## config.mk

```make
export PLATFORM = sky130hd
export DESIGN_NAME = bcd_7seg_scan
export DESIGN_NICKNAME = d
export VERILOG_FILES = /design/src/rtl/bcd_7seg_scan.sv
export SDC_FILE = /design/constraint.sdc
export NUM_CORES = 1
export LEC_CHECK = 0
export CAP_MARGIN = 0
export CORE_MARGIN = 5
export CORE_UTILIZATION = 43
export CTS_BUF_LIST = sky130_fd_sc_hd__clkbuf_16
export CTS_CLUSTER_SIZE = 20
export DETAILED_ROUTE_END_ITERATION = 8
export PLACE_DENSITY = 0.81
export SETUP_SLACK_MARGIN = 0.05
export SYNTH_ARGS = -nofsm -noshare
export SYNTH_HDL_FRONTEND = slang
export SYNTH_SLANG_ARGS = --single-unit
```

## constraint.sdc

```tcl
create_clock -name CLK -period 1.5 [get_ports CLK]
set_clock_uncertainty 0.15 [all_clocks]
set_input_delay 0.15 -clock CLK [delete_from_list [all_inputs] [get_ports CLK]]
set_output_delay 0.15 -clock CLK [all_outputs]
set_load 0.1 [all_outputs]
```

## src/rtl/bcd_7seg_scan.sv

```systemverilog
// Two-digit multiplexed seven-segment driver: a shadow register captures {TENS,ONES},
// and the shown value updates only at frame boundaries. Optional macro: SEG_LZB_EN (leading-zero blanking).
module bcd_7seg_scan #(
    parameter int unsigned REFRESH_DIV = 4
) (
    input  logic       CLK,
    input  logic       RST_N,
    input  logic       LOAD,
    input  logic [3:0] TENS,
    input  logic [3:0] ONES,
    output logic [6:0] SEG,
    output logic [1:0] AN,
    output logic       FRAME
);

    localparam int unsigned CW = (REFRESH_DIV > 1) ? $clog2(REFRESH_DIV) : 1;
    localparam logic [CW-1:0] CNT_LAST = CW'(REFRESH_DIV - 1);

    typedef enum logic [1:0] {
        S_ONES = 2'd0,
        S_GAP0 = 2'd1,
        S_TENS = 2'd2,
        S_GAP1 = 2'd3
    } state_t;

    state_t        state_q, state_d;
    logic [CW-1:0] cnt_q, cnt_d;
    logic [7:0]    shadow_q, shadow_d;
    logic [7:0]    disp_q, disp_d;

    function automatic logic [6:0] enc(input logic [3:0] d);
        case (d)
            4'd0:    enc = 7'h3F;
            4'd1:    enc = 7'h06;
            4'd2:    enc = 7'h5B;
            4'd3:    enc = 7'h4F;
            4'd4:    enc = 7'h66;
            4'd5:    enc = 7'h6D;
            4'd6:    enc = 7'h7D;
            4'd7:    enc = 7'h07;
            4'd8:    enc = 7'h7F;
            4'd9:    enc = 7'h6F;
            default: enc = 7'h40;
        endcase
    endfunction

    always_ff @(posedge CLK or negedge RST_N) begin
        if (!RST_N) begin
            state_q  <= S_ONES;
            cnt_q    <= '0;
            shadow_q <= '0;
            disp_q   <= '0;
        end else begin
            state_q  <= state_d;
            cnt_q    <= cnt_d;
            shadow_q <= shadow_d;
            disp_q   <= disp_d;
        end
    end

    always_comb begin
        state_d  = state_q;
        cnt_d    = cnt_q;
        shadow_d = LOAD ? {TENS, ONES} : shadow_q;
        // disp sees the pre-edge shadow, so a LOAD on the boundary edge waits a frame
        disp_d   = (state_q == S_GAP1) ? shadow_q : disp_q;
        case (state_q)
            S_ONES: begin
                if (cnt_q == CNT_LAST) begin
                    state_d = S_GAP0;
                    cnt_d   = '0;
                end else begin
                    cnt_d = cnt_q + 1'b1;
                end
            end
            S_GAP0: state_d = S_TENS;
            S_TENS: begin
                if (cnt_q == CNT_LAST) begin
                    state_d = S_GAP1;
                    cnt_d   = '0;
                end else begin
                    cnt_d = cnt_q + 1'b1;
                end
            end
            S_GAP1: state_d = S_ONES;
            default: begin
                state_d = S_ONES;
                cnt_d   = '0;
            end
        endcase
    end

    always_comb begin
        AN    = 2'b00;
        SEG   = 7'h00;
        FRAME = 1'b0;
        case (state_q)
            S_ONES: begin
                AN  = 2'b01;
                SEG = enc(disp_q[3:0]);
            end
            S_TENS: begin
`ifdef SEG_LZB_EN
                if (disp_q[7:4] != 4'd0) begin
                    AN  = 2'b10;
                    SEG = enc(disp_q[7:4]);
                end
`else
                AN  = 2'b10;
                SEG = enc(disp_q[7:4]);
`endif
            end
            S_GAP1:  FRAME = 1'b1;
            default: ;
        endcase
    end

endmodule
```

==> results.sh, run 1 <==
export IMPL_syn_avg_cell_area_um2=10.6
export IMPL_clockBufferDepth=2
export IMPL_synthAdderAreaFrac_pct=14.5
export IMPL_seq_area_um2=504
export IMPL_antenna_found_initial=0
export IMPL_seq_area_frac_synth_pct=41.3
export IMPL_final_core_util_pct=88.2
export IMPL_cts_tree="yes"
export IMPL_cts_buffers=3
export IMPL_drt_vias_per_instance=5.40
export IMPL_finalSetupViolCount=13
export IMPL_failed_checks="setup timing"
export IMPL_fillers=106
export IMPL_hold_viol_final=0
export IMPL_min_path_type="input pin to asynchronous set/reset pin"
export IMPL_synthArstFlopShare_pct=100
export IMPL_multi_input_area_mm2=0.00109
export IMPL_grt_pass1_vias=1243
export IMPL_fin_nets=199
export IMPL_crit_type="flip-flop to primary output"
export IMPL_ys_flop_type="dfrtp_1"
export IMPL_synth_area_leaders="dfrtp_1 41%, ha_1 14%, mux2_2 10%"
export IMPL_critPathArrivalTime_ns=1.68
export IMPL_vdd_drop_max_uv=1170
export IMPL_worstSetupStartpointType="flip-flop"
export IMPL_htree_levels=1
export IMPL_fin_crit_sh_pct=132
export IMPL_clkSinkCount=20
export IMPL_yosysMostFrequentCell="dfrtp_1"
export IMPL_drc=0
export IMPL_synth_mux_area_share_pct=12.7
export IMPL_final_area_mm2=0.00241
export IMPL_grt_first_pass_wirelength_mm=6.16
export IMPL_drt_total_wl_mm=4.14
export IMPL_mappedNetlistArea_mm2=0.00121
export IMPL_globalplace_congestion=0.839
export IMPL_cap_violations=0
export IMPL_synth_top_family_by_area="adder cells"
export IMPL_area_delta_synth_final_pct=99.1
export IMPL_rr_worst_depth=6
export IMPL_tightest_slew_ns=0.383
export IMPL_root_buffer="clkbuf_16"
export IMPL_synth_top_area_share_pct=41.3
export IMPL_initial_core_util_pct=44.3
export IMPL_crit_required_ns=1.20
export IMPL_max_freq_mhz=506
export IMPL_grt_max_degree=21
export IMPL_ys_types=27
export IMPL_synth_xor_area_share_pct=0
export IMPL_ys_warnings_count=0
export IMPL_synth_compound_area_share_pct=14.2
export IMPL_fp_row_count=19
export IMPL_slew_headroom_pct=74.3
export IMPL_ctsHoldBuffers=0
export IMPL_worst_path_max_fanout=2
export IMPL_synth_top_area_cell="dfrtp_1"
export IMPL_boundaryPins=21
export IMPL_grt_use_total_pct=20.2
export IMPL_placed_cell_area_mm2=0.00183
export IMPL_dieArea_mm2=0.00398
export IMPL_grt_remaining_overflow=0
export IMPL_core_mm2=0.00273
export IMPL_run_status="finished with violations"
export IMPL_antennaDiodeCount=0
export IMPL_wl_per_cell_um=20.3
export IMPL_die_y_um=63.1
export IMPL_worst_slack_ns=-0.477
export IMPL_period_needed_ns=1.98
export IMPL_drive_gt1_share_pct=69.9
export IMPL_drt_iter0_drc=27
export IMPL_dp_hpwl_mm=2.18
export IMPL_rsz0062_at_grt="true"
export IMPL_dr_pass1_iters=4
export IMPL_io_buffers=20
export IMPL_finalMaxSlewViolations=0
export IMPL_setup_tns_ns=-3.56
export IMPL_hold_slack_ns=0.0898
export IMPL_die_width_um=63.1
export IMPL_synth_edf_count=0
export IMPL_vias=1101
export IMPL_powerDensity_mw_per_mm2=772
export IMPL_synthCells=114
export IMPL_p_leak_nw=1.01
export IMPL_synth_net_count=139
export IMPL_postRouteAntennaNets=0
export IMPL_clock_latency_ns=0.26
export IMPL_end_kind="primary output"
export IMPL_synth_seq_cells=20
export IMPL_synthTopCellsByCount="20 x dfrtp_1, 14 x ha_1, 11 x mux2_2"
export IMPL_synth_simple_gate_area_share_pct=13.7
export IMPL_clk_pin_slew_worst_paths_ns=0.06
[final timing paths]
check / from / to / slack, ns
setup / recovery: disp_q[1] / SEG[3] / -0.48
hold / removal: RST_N / disp_q[0] / 0.09
setup reg to reg: state_q[0] / state_q[1] / -0.09
hold reg to reg: shadow_q[1] / disp_q[1] / 0.35
max in group asynchronous: RST_N / disp_q[2] / 0.89
min in group CLK: shadow_q[1] / disp_q[1] / 0.35
[kinds of logic (layout without fill, tap and decap cells)]
group,Yosys count,count (layout)
simple gates,30,30
flops,20,20
compound gates,26,26
mux,13,13
fa+ha+maj,14,14
buf+inv,11,70
[where the power goes]
part	internal [W]	switching, W	total (W)
combinational	0.000251	0.000240	0.000492
clock	0.000529	0.000197	0.000726
sequential	0.000584	0.0000607	0.000645
[state kept, by name, summed over array words and instances, names as in the netlist]
signal and flops:
cnt_q 2, state_q 2, disp_q 8, shadow_q 8
[metal layers]
| metal | track usage (%) | up-vias | routed length, µm |
|---|---|---|---|
| li1 | - | 510 | - |
| met1 | 21.2 | 533 | 1630 |
| met2 | 37.8 | 42 | 2200 |
| met3 | 3.02 | 16 | 152 |
| met4 | 10.9 | 0 | 151 |
| met5 | 0 | - | 0 |
[area by class of cell]
class                           instances  share of cell area, %
Multi-Input combinational cell         83                   45.3
Timing Repair Buffer                   57                   26.5
Sequential cell                        20                   20.9
Clock buffer                            3                   3.11
Tap cell                               31                   1.61
Inverter                                9                   1.40
Clock inverter                          1                   1.25
[cell usage in the layout (no fill, tap or decap), drive strengths merged, types with 3 or more instances in the layout]
master         count
clkdlybuf4s50     10
nor2               6
nor2b              8
clkbuf             3
dfrtp             20
nand2             10
mux2              13
nand2b             4
ha                14
a21oi              3
buf               47
o21ai             14
inv                9
[worst max-delay path, stage by stage (launching register included)]
cell      delay, ns
dfrtp_1        0.43
inv_2          0.12
ha_4           0.21
nand2b_4       0.15
a21oi_4        0.17
o221ai_4       0.14
buf_12         0.19
[metrics by stage]
stage | std cells | setup slack, ns | total power, W
2_1_floorplan | 114 | -0.469 | 0.000781
3_3_place_gp | 185 | -0.191 | 0.000897
3_5_place_dp | 185 | -0.253 | 0.000922
4_1_cts | 196 | -0.433 | 0.00179
5_1_grt | 204 | -0.507 | 0.00193
6_report | 204 | -0.477 | 0.00186
[repair_timing]
item,CTS,global route
buffers inserted,7,10
pin swaps,19,13
endpoints found under the setup margin,13,21
gates resized for setup,59,22
No activity file was read; power rests on OpenSTA's default activity.
==> inputs of run 2 (changes only) <==
- CTS_CLUSTER_SIZE: 20 -> 24
==> results of run 2 <==
Same layout as run 1: the final DEF is identical, and so are final timing and power.
